[src/rtl/life_pkg.sv]
// rtl/life_pkg.sv - shared types, default rule masks and popcount for the life row engine
package life_pkg;

    typedef enum logic [2:0] {
        S_IDLE,
        S_FILL,
        S_RUN,
        S_DRAIN,
        S_LAST
    } state_t;

    localparam logic [8:0] CONWAY_BIRTH   = 9'b000001000;
    localparam logic [8:0] CONWAY_SURVIVE = 9'b000001100;

    // Rows are zero-extended to this width before counting.
    localparam int POP_MAX = 1024;

    function automatic int unsigned popcount(input logic [POP_MAX-1:0] v);
        int unsigned c;
        c = 0;
        for (int i = 0; i < POP_MAX; i++) begin
            if (v[i]) c++;
        end
        return c;
    endfunction

endpackage

[src/rtl/life_rule_cell.sv]
// rtl/life_rule_cell.sv - next state of one cell from its 3x3 window and the birth/survive masks
module life_rule_cell (
    input  logic [8:0] window,
    input  logic [8:0] birth_mask,
    input  logic [8:0] survive_mask,
    output logic       next
);

    // window[2:0] row above, [5:3] own row, [8:6] row below; bit 4 is the cell itself
    logic [3:0] n;

    always_comb begin
        n = '0;
        for (int i = 0; i < 9; i++) begin
            if (i != 4) n = n + {3'b000, window[i]};
        end
        next = window[4] ? survive_mask[n] : birth_mask[n];
    end

endmodule

[src/rtl/life_row_engine.sv]
// rtl/life_row_engine.sv - streaming next-generation engine over a three-row window
module life_row_engine
    import life_pkg::*;
#(
    parameter int WIDTH  = 64,
    parameter int HEIGHT = 32,
    parameter int WRAP   = 0
) (
    input  logic                                 clk,
    input  logic                                 rst_n,
    input  logic                                 start,
    input  logic [8:0]                           birth_mask,
    input  logic [8:0]                           survive_mask,
    input  logic                                 in_valid,
    output logic                                 in_ready,
    input  logic [WIDTH-1:0]                     in_row,
    output logic                                 out_valid,
    input  logic                                 out_ready,
    output logic [WIDTH-1:0]                     out_row,
    output logic                                 out_last,
    output logic                                 busy,
    output logic                                 gen_done,
    output logic [$clog2(WIDTH*HEIGHT+1)-1:0]    alive_count,
    output logic                                 stable
);

    localparam int CW = $clog2(WIDTH*HEIGHT+1);
    localparam int RW = $clog2(HEIGHT+1);

    state_t           state, state_nxt;
    logic [8:0]       birth_q, survive_q;
    logic [WIDTH-1:0] prev_row, cur_row, below_row, new_row;
    logic [WIDTH+1:0] ext_p, ext_c, ext_b;
    logic [RW-1:0]    row_cnt;
    logic             out_free, start_go, fill_acc, load_run, load_drain, last_hs;

    always_ff @(posedge clk or negedge rst_n) begin
        if (!rst_n) state <= S_IDLE;
        else        state <= state_nxt;
    end

    always_comb begin
        state_nxt = state;
        case (state)
            S_IDLE:  if (start_go)                                state_nxt = S_FILL;
            S_FILL:  if (fill_acc)                                state_nxt = S_RUN;
            S_RUN:   if (load_run && row_cnt == RW'(HEIGHT - 1))  state_nxt = S_DRAIN;
            S_DRAIN: if (load_drain)                              state_nxt = S_LAST;
            S_LAST:  if (last_hs)                                 state_nxt = S_IDLE;
            default:                                              state_nxt = S_IDLE;
        endcase
    end

    always_comb begin
        out_free = !out_valid || out_ready;
        in_ready = 1'b0;
        case (state)
            S_FILL:  in_ready = 1'b1;
            S_RUN:   in_ready = out_free;
            default: in_ready = 1'b0;
        endcase
        busy       = (state != S_IDLE);
        start_go   = (state == S_IDLE) && start;
        fill_acc   = (state == S_FILL) && in_valid;
        load_run   = (state == S_RUN) && in_valid && in_ready;
        load_drain = (state == S_DRAIN) && out_free;
        last_hs    = (state == S_LAST) && out_valid && out_ready;
    end

    // Bottom grid edge: the row below the last one is dead.
    assign below_row = (state == S_DRAIN) ? '0 : in_row;

    // One guard column on each side holds the wrapped neighbour or a dead cell.
    generate
        if (WRAP != 0) begin : g_wrap
            assign ext_p = {prev_row[0],  prev_row,  prev_row[WIDTH-1]};
            assign ext_c = {cur_row[0],   cur_row,   cur_row[WIDTH-1]};
            assign ext_b = {below_row[0], below_row, below_row[WIDTH-1]};
        end else begin : g_zero
            assign ext_p = {1'b0, prev_row,  1'b0};
            assign ext_c = {1'b0, cur_row,   1'b0};
            assign ext_b = {1'b0, below_row, 1'b0};
        end
    endgenerate

    for (genvar i = 0; i < WIDTH; i++) begin : g_cell
        life_rule_cell u_cell (
            .window      ({ext_b[i+2:i], ext_c[i+2:i], ext_p[i+2:i]}),
            .birth_mask  (birth_q),
            .survive_mask(survive_q),
            .next        (new_row[i])
        );
    end

    always_ff @(posedge clk or negedge rst_n) begin
        if (!rst_n) begin
            birth_q     <= CONWAY_BIRTH;
            survive_q   <= CONWAY_SURVIVE;
            prev_row    <= '0;
            cur_row     <= '0;
            row_cnt     <= '0;
            out_row     <= '0;
            out_valid   <= 1'b0;
            out_last    <= 1'b0;
            gen_done    <= 1'b0;
            alive_count <= '0;
            stable      <= 1'b0;
        end else begin
            gen_done <= last_hs;
            if (start_go) begin
                birth_q     <= birth_mask;
                survive_q   <= survive_mask;
                prev_row    <= '0;
                row_cnt     <= '0;
                alive_count <= '0;
                stable      <= 1'b1;
            end
            if (fill_acc) begin
                cur_row <= in_row;
                row_cnt <= row_cnt + RW'(1);
            end
            if (load_run || load_drain) begin
                out_row     <= new_row;
                out_valid   <= 1'b1;
                out_last    <= load_drain;
                alive_count <= alive_count + CW'(popcount(POP_MAX'(new_row)));
                if (new_row != cur_row) stable <= 1'b0;
            end else if (out_valid && out_ready) begin
                out_valid <= 1'b0;
            end
            if (load_run) begin
                prev_row <= cur_row;
                cur_row  <= in_row;
                row_cnt  <= row_cnt + RW'(1);
            end
        end
    end

endmodule

[config.mk]
export PLATFORM = sky130hd
export DESIGN_NAME = life_row_engine
export DESIGN_NICKNAME = d
export VERILOG_FILES = /design/src/rtl/life_pkg.sv /design/src/rtl/life_rule_cell.sv /design/src/rtl/life_row_engine.sv
export SDC_FILE = /design/constraint.sdc
export NUM_CORES = 2
export LEC_CHECK = 0
export CAP_MARGIN = 20
export CORE_ASPECT_RATIO = 1.1
export CORE_MARGIN = 1.5
export CORE_UTILIZATION = 55
export DETAILED_ROUTE_END_ITERATION = 8
export PLACE_DENSITY = 0.78
export SYNTH_ARGS = -nofsm -noshare
export SYNTH_HDL_FRONTEND = slang
export SYNTH_SLANG_ARGS = --single-unit
[constraint.sdc]
create_clock -name clk -period 54.8 [get_ports clk]
set_input_delay 5.48 -clock clk [delete_from_list [all_inputs] [get_ports clk]]
set_output_delay 5.48 -clock clk [all_outputs]
set_load 0.02 [all_outputs]
==> flow_metrics.env <==
export IMPL_maxSlewHeadroom_pct=5.88
export IMPL_rows=109
export IMPL_synth_edff_count=0
export IMPL_r2r_cells=199
export IMPL_ant_nets=0
export IMPL_yosysWarnings=0
export IMPL_path_clk_slew_ns=0.06
export IMPL_cp_max_fo=13
export IMPL_diodes=0
export IMPL_h_tree_depth=2
export IMPL_worstSetupStartpointType="input pin"
export IMPL_synth_ff_type="dfrtp_1"
export IMPL_grt_overflow_total=0
export IMPL_final_nets=5762
export IMPL_netlist_area_leader_share_pct=12.9
export IMPL_drt_iter0_drc=4321
export IMPL_rsz0062_at_grt="no"
export IMPL_post_drt_via_cell_ratio=6.65
export IMPL_synth_yosys_seq_area_share_pct=13.1
export IMPL_clock_sinks=235
export IMPL_grt_pass1_vias=41500
export IMPL_hold_path_class="reg2reg"
export IMPL_critical_path_endpoint_type="flip-flop"
export IMPL_clk_latency_ns=0.62
export IMPL_syn_instance_count=5139
export IMPL_cpPeakStageDelay_ns=0.76
export IMPL_cts_hold_buf=0
export IMPL_max_freq_ghz=0.0203
export IMPL_synthToLayoutAreaGrowth_pct=8.69
export IMPL_synth_top_area_cell="dfrtp_1"
export IMPL_tightest_slew_ns=1.39
export IMPL_track_usage_pct=34.5
export IMPL_coreArea_um2=80600
export IMPL_grt_max_degree=99
export IMPL_syn_area_um2=44900
export IMPL_io_pins=169
export IMPL_slew_violations=0
export IMPL_hold_viol_final=0
export IMPL_hold_depth=2
export IMPL_drc=4
export IMPL_ys_types=111
export IMPL_num_fill_cells=6819
export IMPL_wire_per_inst_um=23.1
export IMPL_multiInputGateArea_um2=36200
export IMPL_seqCellArea_um2=5900
export IMPL_start_util_pct=55.7
export IMPL_fin_setup_tns_ns=0
export IMPL_root_buffer="clkbuf_16"
export IMPL_ys_ff_latch=235
export IMPL_finalClockSkew_ns=0.0465
export IMPL_synth_nets=5744
export IMPL_dr_pass1_iters=9
export IMPL_cts_buffers=34
export IMPL_gp_congestion=0.972
export IMPL_holdPathEnd="out_row[16]$_DFFE_PN0P_"
export IMPL_totalWireLength_mm=144
export IMPL_cts_path_max_buffers=3
export IMPL_path_common_cell="ha_1"
export IMPL_antenna_found_initial=1
export IMPL_post_cts_repair_setup_buffers=0
export IMPL_hp_start="out_row[16]$_DFFE_PN0P_"
export IMPL_path_class="in2reg"
export IMPL_violations="DRC"
export IMPL_rr_endpoint="alive_count[11]$_DFFE_PN0P_"
export IMPL_die_h_um=303
export IMPL_pre_cts_ws_ns=5.78
export IMPL_dieArea_um2=83300
export IMPL_synth_area_leaders="dfrtp_1 (13%), mux4_2 (13%), fa_1 (11%)"
export IMPL_setup_viol=0
export IMPL_fin_crit_ns=49.33
export IMPL_critical_path_slowest_cell="o211ai_1"
export IMPL_outcome="finished, violations left"
export IMPL_hpwl_mm=104
export IMPL_min_period_over_period_pct=90.0
export IMPL_vias=41500
export IMPL_drv_cap=0
export IMPL_synth_avg_cell_area_um2=8.73
export IMPL_required_ns=55.34
export IMPL_io_buffers=168
export IMPL_drive_gt1_share_pct=11.6
export IMPL_rr_startpoint="state[2]$_DFFE_PN0P_"
export IMPL_ff2ff_setup_slack_ns=9.20
export IMPL_grt_pass1_wl_mm=226
export IMPL_layout_setup_ws_ns=5.47
export IMPL_post_cts_resized=0
export IMPL_cts_tree="built"
export IMPL_die_w_um=275
export IMPL_arrival_ns=49.86
export IMPL_async_flop_share_pct=100
-- kinds of logic after synthesis --
kind of cell               share of synthesized area [%]
muxes                                               16.9
adders and majority gates                           18.7
buffers and inverters                               6.38
DFF                                                 13.1
and+or+nand+nor                                     17.5
AOI/OAI and AO/OA                                   15.4
xor gates and xnor gates                            12.0
-- sequential cells by signal, summed over array words and instances (netlist names), 3 cells and up --
signal       count
alive_count     12
birth_q          9
cur_row         64
out_row         64
prev_row        64
row_cnt          6
state            3
survive_q        9
-- layer usage --
layer	vias up	part of all wire [%]	global-route usage [%]
li1	18400	-	-
met1	19900	36	40.8
met2	2368	46	55.8
met3	764	11	7.98
met4	0	8.0	23.3
met5	-	0	0
-- worst max-delay path by stage --
stage / startpoint / endpoint / slack [ns] / cells past startpoint
floorplan: in_row[1] / alive_count[11]$_DFFE_PN0P_ / 11.57 / 202
global placement: in_row[1] / alive_count[11]$_DFFE_PN0P_ / 7.31 / 200
detailed placement: in_row[2] / alive_count[11]$_DFFE_PN0P_ / 5.78 / 198
finish: in_row[2] / alive_count[11]$_DFFE_PN0P_ / 5.47 / 198
global route: in_row[2] / alive_count[11]$_DFFE_PN0P_ / 1.44 / 199
CTS: in_row[2] / alive_count[11]$_DFFE_PN0P_ / 6.12 / 198
-- through the flow --
step           util (%)  area, um2  instances  hold WS [ns]
2_1_floorplan         -      44900       5139         0.476
3_3_place_gp       58.9      47500       6174         0.449
3_5_place_dp       58.9      47500       6174         0.460
4_1_cts            60.5      48800       6235         0.475
5_1_grt            60.5      48800       6236         0.496
6_report           60.5      48800       6236         0.467
-- layout by cell type, fill, tap and decap left out, types with 20 or more instances in the layout --
cell type	instances
a21o_1	35
a21oi_1	157
a22o_1	26
a22oi_1	34
a31oi_1	35
and2_1	58
and3_1	34
buf_4	71
clkbuf_16	35
clkdlybuf4s50_1	167
dfrtp_1	219
fa_1	253
ha_1	265
inv_1	489
mux2_2	103
mux2i_1	73
mux4_2	252
nand2_1	623
nand2b_1	37
nand3_1	204
nand4_1	66
nor2_1	252
nor2b_1	88
nor3_1	74
nor3b_1	21
nor4_1	27
o211ai_1	46
o21a_1	39
o21ai_0	346
o21ai_1	29
o21bai_1	20
o22ai_1	26
o31a_1	30
o31ai_1	22
o41ai_1	30
or3_1	39
xnor2_1	292
xnor3_1	21
xor2_1	157
-- cell type report --
cell class	instances	share of cell area [%]
multi-input combinational	4147	74.1
sequential	235	12.1
inverter	498	3.83
clock buffer	43	1.98
clock inverter	18	0.618
timing repair buffer	241	4.65
tap	1054	2.70
-- worst max-delay path, delay by kind of cell --
kind	cells	cell delay, ns
simple gates	48	7.54
buf+inv	14	1.74
compound gates	71	16.54
mux	8	1.93
fa+ha+maj	38	12.42
xor+xnor	19	4.20
-- Yosys cell counts, types with 18 or more instances --
master      n
buf_1      19
o41ai_1    30
mux2i_1    73
a22oi_1    34
a211oi_1   18
o21a_1     39
xnor2_1   292
nor2_1    252
o22ai_1    26
o31a_1     30
o21bai_1   20
o31ai_1    22
a21o_1     35
nor3_1     75
fa_1      253
a31oi_1    35
nand2b_1   37
xor2_1    157
o21ai_0   350
xnor3_1    21
clkbuf_1  229
or3_1      40
inv_1     489
a22o_1     26
o21ai_1    25
and2_1     60
nand2_1   624
nand3_1   204
nor3b_1    21
and3_1     34
a21oi_1   157
mux2_2    103
nor2b_1    88
nor4_1     27
mux4_2    252
o211ai_1   46
ha_1      265
nand4_1    66
dfrtp_1   232
Power is not shown: default switching activity piles up to over one toggle a cycle in this logic, so the estimate is an artifact.
